**src/rtl/midi_pkg.sv**
```systemverilog
// Shared MIDI definitions used by the serial receiver and the command decoder.
//   MIDI_BAUD / MIDI_OVERSAMPLE : line rate and sample ticks per bit
//   rx_state_t                  : receiver FSM encoding (3 bits)
//   MIDI_STATUS_MASK            : bit that marks a status byte
//   MIDI_RESET_CMD              : system reset command byte
//   majority3()                 : 2-of-3 vote used for bit sampling
package midi_pkg;

  localparam int MIDI_BAUD       = 31250;
  localparam int MIDI_OVERSAMPLE = 16;

  localparam logic [7:0] MIDI_STATUS_MASK = 8'h80;
  localparam logic [7:0] MIDI_RESET_CMD   = 8'hFF;

  typedef enum logic [2:0] {
    RX_IDLE  = 3'd0,
    RX_START = 3'd1,
    RX_DATA  = 3'd2,
    RX_STOP  = 3'd3,
    RX_BREAK = 3'd4
  } rx_state_t;

  function automatic logic majority3(input logic a, input logic b, input logic c);
    return (a & b) | (a & c) | (b & c);
  endfunction

endpackage

```
**src/rtl/midi_uart_rx_if.sv**
```systemverilog
// Receiver-side bundle between the MIDI line, the UART receiver and its consumer.
//   midi_in    : raw serial line, idle high (driven by the line side)
//   valid_byte : one-cycle pulse, data holds a new byte
//   data       : last good byte, stable until the next valid_byte
//   frame_err  : one-cycle pulse, stop bit sampled low
//   err_count  : saturating frame error count
//   busy       : receiver is inside a frame
//   state_dbg  : receiver FSM state, for debug visibility
// Handshake: valid_byte is a single-cycle strobe with no ready; the consumer
// must accept data in the cycle valid_byte is high. data stays valid after.
// master = receiver, slave = line driver / byte consumer.
interface midi_uart_rx_if;
  import midi_pkg::*;

  logic       midi_in;
  logic       valid_byte;
  logic [7:0] data;
  logic       frame_err;
  logic [7:0] err_count;
  logic       busy;
  rx_state_t  state_dbg;

  modport master (
    input  midi_in,
    output valid_byte, data, frame_err, err_count, busy, state_dbg
  );

  modport slave (
    output midi_in,
    input  valid_byte, data, frame_err, err_count, busy, state_dbg
  );

endinterface

```
**src/rtl/midi_baud_tick.sv**
```systemverilog
// Oversampling tick generator.
//   clk, rst_n : clock, async active-low reset
//   clear      : restart the count so the next tick lands DIV clocks later
//   tick       : high for one clock when the counter reaches DIV-1
module midi_baud_tick #(
  parameter int DIV = 100
) (
  input  logic clk,
  input  logic rst_n,
  input  logic clear,
  output logic tick
);

  localparam int CW = (DIV > 1) ? $clog2(DIV) : 1;

  logic [CW-1:0] cnt_q;

  assign tick = (cnt_q == CW'(DIV - 1));

  always_ff @(posedge clk or negedge rst_n) begin
    if (!rst_n) begin
      cnt_q <= '0;
    end else if (clear || tick) begin
      cnt_q <= '0;
    end else begin
      cnt_q <= cnt_q + CW'(1);
    end
  end

endmodule

```
**src/rtl/midi_uart_rx.sv**
```systemverilog
// MIDI serial receiver, 8N1, LSB first, idle-high line.
//   clk    : system clock
//   rst_n  : async active-low reset (released synchronously inside)
//   rx_if  : midi_uart_rx_if.master (midi_in in; valid_byte, data,
//            frame_err, err_count, busy, state_dbg out)
// Each bit is sampled at oversample ticks 7, 8 and 9 and voted 2-of-3.
// A low stop bit discards the byte and parks the FSM in RX_BREAK until the
// line has been high for a full bit, so a held-low line reports one error.
module midi_uart_rx
  import midi_pkg::*;
#(
  parameter int CLK_FREQ   = 50_000_000,
  parameter int BAUD       = MIDI_BAUD,
  parameter int OVERSAMPLE = MIDI_OVERSAMPLE
) (
  input  logic           clk,
  input  logic           rst_n,
  midi_uart_rx_if.master rx_if
);

  localparam int DIV = CLK_FREQ / (BAUD * OVERSAMPLE);

  // Reset: asserts immediately, deasserts two clocks after rst_n rises.
  logic rst_meta_q, rst_sync_n_q;

  always_ff @(posedge clk or negedge rst_n) begin
    if (!rst_n) begin
      rst_meta_q   <= 1'b0;
      rst_sync_n_q <= 1'b0;
    end else begin
      rst_meta_q   <= 1'b1;
      rst_sync_n_q <= rst_meta_q;
    end
  end

  logic       sync1_q, sync2_q, prev_q;
  rx_state_t  state_q;
  logic [3:0] samp_cnt_q;
  logic [2:0] bit_idx_q;
  logic [7:0] shift_q;
  logic       s7_q, s8_q;
  logic       valid_q, frame_err_q, busy_q;
  logic [7:0] data_q, err_cnt_q;

  logic fall, tick, tick_clear, maj, mid_bit, in_frame;

  assign fall       = prev_q & ~sync2_q;
  assign tick_clear = (state_q == RX_IDLE) && fall;
  // Third vote is the live synced value at tick 9.
  assign maj        = majority3(s7_q, s8_q, sync2_q);
  assign mid_bit    = tick && (samp_cnt_q == 4'd9);
  assign in_frame   = (state_q == RX_START) || (state_q == RX_DATA) || (state_q == RX_STOP);

  midi_baud_tick #(.DIV(DIV)) u_baud_tick (
    .clk   (clk),
    .rst_n (rst_sync_n_q),
    .clear (tick_clear),
    .tick  (tick)
  );

  always_ff @(posedge clk or negedge rst_sync_n_q) begin
    if (!rst_sync_n_q) begin
      sync1_q     <= 1'b1;
      sync2_q     <= 1'b1;
      prev_q      <= 1'b1;
      state_q     <= RX_IDLE;
      samp_cnt_q  <= 4'd0;
      bit_idx_q   <= 3'd0;
      shift_q     <= 8'h00;
      s7_q        <= 1'b1;
      s8_q        <= 1'b1;
      valid_q     <= 1'b0;
      frame_err_q <= 1'b0;
      busy_q      <= 1'b0;
      data_q      <= 8'h00;
      err_cnt_q   <= 8'h00;
    end else begin
      sync1_q     <= rx_if.midi_in;
      sync2_q     <= sync1_q;
      prev_q      <= sync2_q;
      valid_q     <= 1'b0;
      frame_err_q <= 1'b0;

      // Shared sampling for all in-frame states; the counter wraps every bit.
      if (in_frame && tick) begin
        samp_cnt_q <= samp_cnt_q + 4'd1;
        if (samp_cnt_q == 4'd7) s7_q <= sync2_q;
        if (samp_cnt_q == 4'd8) s8_q <= sync2_q;
      end

      unique case (state_q)
        RX_IDLE: begin
          if (fall) begin
            state_q    <= RX_START;
            busy_q     <= 1'b1;
            samp_cnt_q <= 4'd0;
            bit_idx_q  <= 3'd0;
          end
        end

        RX_START: begin
          if (mid_bit) begin
            if (!maj) begin
              state_q <= RX_DATA;
            end else begin
              state_q <= RX_IDLE;
              busy_q  <= 1'b0;
            end
          end
        end

        RX_DATA: begin
          if (mid_bit) begin
            shift_q <= {maj, shift_q[7:1]};
            if (bit_idx_q == 3'd7) begin
              state_q <= RX_STOP;
            end else begin
              bit_idx_q <= bit_idx_q + 3'd1;
            end
          end
        end

        RX_STOP: begin
          if (mid_bit) begin
            if (maj) begin
              data_q  <= shift_q;
              valid_q <= 1'b1;
              state_q <= RX_IDLE;
              busy_q  <= 1'b0;
            end else begin
              frame_err_q <= 1'b1;
              if (err_cnt_q != 8'hFF) err_cnt_q <= err_cnt_q + 8'd1;
              state_q    <= RX_BREAK;
              samp_cnt_q <= 4'd0;
            end
          end
        end

        RX_BREAK: begin
          // Any low sample restarts the one-bit high qualification.
          if (!sync2_q) begin
            samp_cnt_q <= 4'd0;
          end else if (tick) begin
            samp_cnt_q <= samp_cnt_q + 4'd1;
            if (samp_cnt_q == 4'd15) begin
              state_q <= RX_IDLE;
              busy_q  <= 1'b0;
            end
          end
        end

        default: begin
          state_q <= RX_IDLE;
          busy_q  <= 1'b0;
        end
      endcase
    end
  end

  assign rx_if.valid_byte = valid_q;
  assign rx_if.data       = data_q;
  assign rx_if.frame_err  = frame_err_q;
  assign rx_if.err_count  = err_cnt_q;
  assign rx_if.busy       = busy_q;
  assign rx_if.state_dbg  = state_q;

endmodule

```
**src/flat_wrapper.sv**
```systemverilog
// flat-port wrapper written by rule: the top's interface ports become plain ports
module midi_uart_rx_flat import midi_pkg::*;
#(
  parameter int CLK_FREQ   = 50_000_000,
  parameter int BAUD       = MIDI_BAUD,
  parameter int OVERSAMPLE = MIDI_OVERSAMPLE
)
  (clk, rst_n, rx_if_midi_in, rx_if_valid_byte, rx_if_data, rx_if_frame_err, rx_if_err_count, rx_if_busy, rx_if_state_dbg);
  midi_uart_rx_if rx_if_i ();
  input  logic clk;
  input  logic rst_n;
  input wire logic [$bits(rx_if_i.midi_in)-1:0] rx_if_midi_in;
  output wire logic [$bits(rx_if_i.valid_byte)-1:0] rx_if_valid_byte;
  output wire logic [$bits(rx_if_i.data)-1:0] rx_if_data;
  output wire logic [$bits(rx_if_i.frame_err)-1:0] rx_if_frame_err;
  output wire logic [$bits(rx_if_i.err_count)-1:0] rx_if_err_count;
  output wire logic [$bits(rx_if_i.busy)-1:0] rx_if_busy;
  output wire logic [$bits(rx_if_i.state_dbg)-1:0] rx_if_state_dbg;
  assign rx_if_i.midi_in = rx_if_midi_in;
  assign rx_if_valid_byte = rx_if_i.valid_byte;
  assign rx_if_data = rx_if_i.data;
  assign rx_if_frame_err = rx_if_i.frame_err;
  assign rx_if_err_count = rx_if_i.err_count;
  assign rx_if_busy = rx_if_i.busy;
  assign rx_if_state_dbg = rx_if_i.state_dbg;
  midi_uart_rx #(.CLK_FREQ(CLK_FREQ), .BAUD(BAUD), .OVERSAMPLE(OVERSAMPLE)) u_core (.clk(clk), .rst_n(rst_n), .rx_if(rx_if_i));
endmodule
```
**config.mk**
```make
export PLATFORM = sky130hd
export DESIGN_NAME = midi_uart_rx_flat
export DESIGN_NICKNAME = d
export VERILOG_FILES = /design/src/rtl/midi_pkg.sv /design/src/rtl/midi_uart_rx_if.sv /design/src/rtl/midi_baud_tick.sv /design/src/rtl/midi_uart_rx.sv /design/src/flat_wrapper.sv
export SDC_FILE = /design/constraint.sdc
export NUM_CORES = 1
export LEC_CHECK = 0
export CAP_MARGIN = 20
export CORE_ASPECT_RATIO = 0.9
export CORE_MARGIN = 5
export CORE_UTILIZATION = 30
export CTS_CLUSTER_DIAMETER = 40
export DETAILED_ROUTE_END_ITERATION = 8
export PLACE_DENSITY_LB_ADDON = 0.15
export SLEW_MARGIN = 10
export SYNTH_ARGS = -nofsm -noshare
export SYNTH_HDL_FRONTEND = slang
export SYNTH_SLANG_ARGS = --single-unit
```
**constraint.sdc**
```tcl
create_clock -name clk -period 1.6 [get_ports clk]
set_input_delay 0.48 -clock clk [delete_from_list [all_inputs] [get_ports clk]]
set_output_delay 0.48 -clock clk [all_outputs]
set_load 0.02 [all_outputs]
```
==> results_dict.tcl, run 1 <==
set metrics [dict create \
    p_per_area_nw_per_um2 1150 \
    ios 25 \
    wl_um 5040 \
    area_growth_pct 44.7 \
    hold_path_class "reg -> async" \
    synthArstFlopShare_pct 100 \
    core.rowCount 30 \
    endpoint "u_core.rx_if.err_count[1]$_DFFE_PN0P_" \
    clockBufferDepth 2 \
    ant_nets 0 \
    synth.distinct_cells 45 \
    synthTopCellsByArea "dfrtp_1, mux2_2, dfstp_2, ha_1, nand2_1" \
    status "finished, violations left" \
    fin_crit_sh_pct 131 \
    synth_enable_flop_cells 0 \
    cp_slowest_cell "or4b_4" \
    clock-sinks 51 \
    rrSetupSlack_ns -0.50 \
    worst_slack_ns -0.499 \
    placed_cells 371 \
    cts_buffers 5 \
    gp_congestion 0.788 \
    rsz0062_at_grt "yes" \
    ir_worst_vdd_mv 0.734 \
    drv_cap 0 \
    antenna_found_initial 0 \
    synthesis.area_um2 2330 \
    p_leak_nw 1.69 \
    crit_family "simple AND/OR/NAND/NOR gates" \
    worst-path-buf-inv 0 \
    grt_first_pass_wirelength_um 8510 \
    worstSetupStartpoint "u_core.u_baud_tick.cnt_q[4]$_DFF_PN0_" \
    synth-main-ff-cell "dfrtp_1" \
    syn_nets 210 \
    final_core_util_pct 44.7 \
    crit_chain "or4b_4, or2_4, or4_4, mux2_2" \
    clk_latency_ns 0.31 \
    start_kind "register" \
    grt.overflow.total 0 \
    yosysMostFrequentCell "dfrtp_1" \
    die_w_um 103 \
    hpwl_um 3710 \
    vias_per_cell 4.47 \
    num_antenna_cells 0 \
    portBuffers 24 \
    end_kind "register" \
    required_ns 1.80 \
    ctsRootBufferMaster "clkbuf_8" \
    ctsHoldBuffers 0 \
    drive_gt1_share_pct 44.4 \
    die_h_um 93.6 \
    worstSetupPathDepth 4 \
    start_util_pct 30.9 \
    final_area_um2 3380 \
    synth_warnings 0 \
    dieArea_um2 9640 \
    grt_pass1_vias 1716 \
    max_freq_ghz 0.476 \
    post_drt_wl_per_cell_um 12.9 \
    synthTopCellsByCount "dfrtp_1, mux2_2, nand2_1, nor2_1, o21ai_0" \
    clkTransAtPathRegs_ns 0.10 \
    synth_top_area_cell "dfrtp_1" \
    slowest_delay_ns 0.55 \
    rr_startpoint "u_core.u_baud_tick.cnt_q[4]$_DFF_PN0_" \
    core_area_um2 7540 \
    synth_cells 200 \
    fin_skew_ns 0.00878 \
    r2r_cells 4 \
    nets 302 \
    crit_type "reg -> reg" \
    path_max_fanout 5 \
    ys_ff_latch 51 \
    grt_max_degree 35 \
    drc 0 \
    final.min_clock_period_ns 2.10 \
    setup_viol 46 \
    drt_iter0_markers 35 \
    track_usage_pct 11.2 \
    firstDrtPassIters 4 \
    cp.arrival_ns 2.30 \
    ys_seq_area_share_pct 55.0 \
    dp_slack_ns -0.502 \
    register_area_um2 1280 \
    violations "negative setup slack" \
    syn_avg_cell_area_um2 11.7 \
    drv_slew 0 \
    fillers 724 \
    vias 1740 \
    synth_top_area_share_pct 49.4 \
    multi_input_comb_area_um2 1110 \
    htree_levels 2 \
    hold_slack_ns 0.193 \
    finalHoldViolCount 0 \
    reg2reg_to "u_core.rx_if.err_count[1]$_DFFE_PN0P_" \
    finalNonFillerCells 389 \
    cts_tree "built" \
    placed_cell_area_um2 3150 \
]
## power breakdown
group          internal [mW]  switching [mW]
clock network          0.472           0.461
registers               1.43           0.100
logic                  0.721           0.685
## routing by layer
| metal | vias up | GRT usage (%) | routed length, um |
|---|---|---|---|
| met5 | - | 0 | 0 |
| li1 | 885 | - | - |
| met4 | 0 | 3.88 | 74 |
| met1 | 819 | 16.3 | 2530 |
| met3 | 6 | 2.39 | 189 |
| met2 | 30 | 16.5 | 2240 |
## cells in the final DEF (no fill, tap or decap), drive strengths merged, types with 5 or more instances in the layout
| cell | count |
|---|---|
| dfrtp | 46 |
| mux2 | 20 |
| xor2 | 7 |
| ha | 7 |
| inv | 8 |
| dfstp | 5 |
| nor2 | 17 |
| o21ai | 12 |
| nand3 | 11 |
| xnor2 | 5 |
| buf | 70 |
| clkbuf | 5 |
| dlygate4sd2 | 15 |
| nand2 | 20 |
## per-stage QoR
stage | setup TNS (ns) | power (mW)
5_1_grt | -19.61 | 4.10
4_1_cts | -15.73 | 3.90
3_3_place_gp | -13.94 | 2.87
6_report | -15.88 | 3.87
2_1_floorplan | -13.95 | 2.22
3_5_place_dp | -14.90 | 2.87
## cell type report
class                   count  area share (%)
flip-flops and latches     51            38.1
multi-input cells         139            33.0
repair buffers             88            21.2
well taps                  96            3.56
clock buffers               5            2.04
clock inverters             3            1.37
inverters                   7           0.778
## worst min path at each step
stage                                       start                                    end  slack (ns)  cells past startpoint
detailed placement  u_core.rst_sync_n_q$_DFF_PN0_  u_core.u_baud_tick.cnt_q[0]$_DFF_PN0_        0.20                      0
global placement    u_core.rst_sync_n_q$_DFF_PN0_  u_core.u_baud_tick.cnt_q[0]$_DFF_PN0_        0.20                      0
CTS                 u_core.rst_sync_n_q$_DFF_PN0_  u_core.u_baud_tick.cnt_q[0]$_DFF_PN0_        0.21                      0
floorplan                                   rst_n            u_core.rst_meta_q$_DFF_PN0_        0.18                      0
global route        u_core.rst_sync_n_q$_DFF_PN0_  u_core.u_baud_tick.cnt_q[0]$_DFF_PN0_        0.23                      0
finish              u_core.rst_sync_n_q$_DFF_PN0_  u_core.u_baud_tick.cnt_q[0]$_DFF_PN0_        0.19                      0
## kinds of logic (layout without fill, tap and decap cells)
logic type	count (synthesis)	count (layout)	share of synthesized area (%)
flip-flops	51	51	55.0
AO/OA/AOI/OAI	24	24	6.12
XOR/XNOR	12	12	4.51
AND/OR/NAND/NOR	73	73	18.0
multiplexers	21	21	10.1
adder cells (fa/ha/maj)	8	8	4.18
other	1	1	0.161
buffers and inverters	10	103	1.93
## sequential cells by signal (all words and copies together), names as in the netlist, 3 cells and up
signal / cells
u_core.u_baud_tick.cnt_q: 7
u_core.rx_if.data: 8
u_core.samp_cnt_q: 4
u_core.rx_if.state_dbg: 3
u_core.bit_idx_q: 3
u_core.shift_q: 8
u_core.rx_if.err_count: 8
## timing repair
item | 4_1_cts | 5_1_grt
setup endpoints to repair | 68 | 51
setup buffers | 8 | 3
pin swaps | 7 | 4
gates resized for setup | 53 | 11
Power figures use the tool's default switching activity.
==> inputs of run 2 (changes only) <==
--- a/config.mk
+++ b/config.mk
@@ -12,6 +12,7 @@
 export CTS_CLUSTER_DIAMETER = 40
 export DETAILED_ROUTE_END_ITERATION = 8
 export PLACE_DENSITY_LB_ADDON = 0.15
+export SETUP_SLACK_MARGIN = 0.5
 export SLEW_MARGIN = 10
 export SYNTH_ARGS = -nofsm -noshare
 export SYNTH_HDL_FRONTEND = slang
==> results_dict.tcl, run 2 (synthesized netlist as in run 1, its figures left out) <==
set metrics [dict create \
    status "finished, violations left" \
    violations "negative setup slack" \
    cts_tree "built" \
    clkTransAtPathRegs_ns 0.11 \
    fillers 700 \
    final_area_um2 3580 \
    grt_pass1_vias 1857 \
    drv_slew 0 \
    final_cell_mix "buf_4, dfrtp_1, buf_6" \
    hpwl_um 3710 \
    required_ns 1.81 \
    vias_per_cell 4.58 \
    area_growth_pct 53.5 \
    die_h_um 93.6 \
    fin_skew_ns 0.0125 \
    ir_worst_vdd_mv 0.569 \
    final.min_clock_period_ns 2.09 \
    fin_total_pwr_mw 3.81 \
    register_area_um2 1280 \
    finalHoldViolCount 0 \
    ctsRootBufferMaster "clkbuf_8" \
    worst_slack_ns -0.489 \
    ant_nets 0 \
    grt_first_pass_wirelength_um 8710 \
    drv_cap 0 \
    start_util_pct 30.9 \
    post_drt_wl_per_cell_um 12.9 \
    dieArea_um2 9640 \
    gp_congestion 0.765 \
    rrSetupSlack_ns -0.49 \
    max_freq_ghz 0.479 \
    fin_crit_sh_pct 131 \
    portBuffers 24 \
    p_per_area_nw_per_um2 1060 \
    setup_viol 46 \
    grt_max_degree 28 \
    vias 1828 \
    drive_gt1_share_pct 54.5 \
    path_max_fanout 5 \
    rsz0062_at_grt "yes" \
    clk_latency_ns 0.31 \
    cp.arrival_ns 2.30 \
    nets 312 \
    clock-sinks 51 \
    tns_ns -17.77 \
    wl_um 5130 \
    clockBufferDepth 2 \
    end_kind "register" \
    drt_iter0_markers 31 \
    firstDrtPassIters 4 \
    core.rowCount 30 \
    multi_input_comb_area_um2 1160 \
    htree_levels 2 \
    drc 0 \
    ctsHoldBuffers 0 \
    hold_path_class "reg -> async" \
    antenna_found_initial 0 \
    crit_type "reg -> reg" \
    num_antenna_cells 0 \
    final_common_cell "buf_4" \
    ios 25 \
    placed_cell_area_um2 3170 \
    start_kind "register" \
    track_usage_pct 11.5 \
    die_w_um 103 \
    grt.overflow.total 0 \
    cts_buffers 5 \
    p_leak_nw 1.74 \
    core_area_um2 7540 \
]
run 2: cell count changes in the layout (fill, tap and decap cells not counted), moves of 6 or more:
cell / before / now
buf_6: 2 / 34
dlygate4sd2_1: 15 / 0
nor2_1: 16 / 7
nor2_2: 1 / 9
buf_2: 6 / 0
run 2: power breakdown:
group,switching (mW),internal [mW]
combinational,0.715,0.758
sequential,0.100,1.43
clock,0.479,0.322
run 2: worst paths after layout:
kind,startpoint,endpoint,cells past startpoint
min,u_core.rst_sync_n_q$_DFF_PN0_,u_core.rx_if.data[4]$_DFFE_PN0P_,0
max reg2reg,u_core.u_baud_tick.cnt_q[4]$_DFF_PN0_,u_core.rx_if.err_count[1]$_DFFE_PN0P_,4
max in group asynchronous,u_core.rst_sync_n_q$_DFF_PN0_,u_core.prev_q$_DFF_PN1_,1
min in group clk,u_core.rst_meta_q$_DFF_PN0_,u_core.rst_sync_n_q$_DFF_PN0_,0
min reg2reg,u_core.rst_sync_n_q$_DFF_PN0_,u_core.rx_if.data[4]$_DFFE_PN0P_,0
max,u_core.u_baud_tick.cnt_q[4]$_DFF_PN0_,u_core.rx_if.err_count[1]$_DFFE_PN0P_,4
run 2: per-stage QoR:
stage	hold slack [ns]	instances	worst slack, ns	util, %
CTS	0.152	396	-0.495	46.5
global route	0.170	399	-0.590	47.5
detailed placement	0.142	374	-0.553	42.0
global placement	0.145	374	-0.480	42.0
floorplan	0.184	200	-0.550	-
finish	0.144	399	-0.489	47.5
run 2: critical path, cell delays in order (launching register included):
cell and delay, ns:
dfrtp_1 0.39, or4b_4 0.55, or2_4 0.28, or4_4 0.48, mux2_2 0.29
run 2: timing repair:
| item | CTS | global route |
|---|---|---|
| pin swaps | 4 | 2 |
| setup buffers | 14 | 3 |
| endpoints found under the setup margin | 68 | 68 |
| gates cloned | 0 | 0 |
| resized for setup | 162 | 16 |
run 2: routing by layer:
metal	routed length, um	global-route usage (%)	share of wire [%]
met4	85	4.53	1.7
met3	217	2.83	4.2
met2	2240	16.8	44
met1	2590	16.1	50
met5	0	0	0
run 2: layout make-up:
class	instances	area share, %
Tap cell	96	3.35
Clock buffer	5	1.92
Inverter	7	0.734
Clock inverter	3	0.769
Sequential cell	51	35.9
Multi-Input combinational cell	139	32.4
Timing Repair Buffer	98	24.9
==> inputs of run 3 (changes only) <==
--- a/config.mk
+++ b/config.mk
@@ -13,7 +13,7 @@
 export DETAILED_ROUTE_END_ITERATION = 8
 export PLACE_DENSITY_LB_ADDON = 0.15
 export SETUP_SLACK_MARGIN = 0.5
-export SLEW_MARGIN = 10
+export SLEW_MARGIN = 25
 export SYNTH_ARGS = -nofsm -noshare
 export SYNTH_HDL_FRONTEND = slang
 export SYNTH_SLANG_ARGS = --single-unit
==> results of run 3 <==
Same layout as run 2: the final DEF is identical, and so are final timing and power.
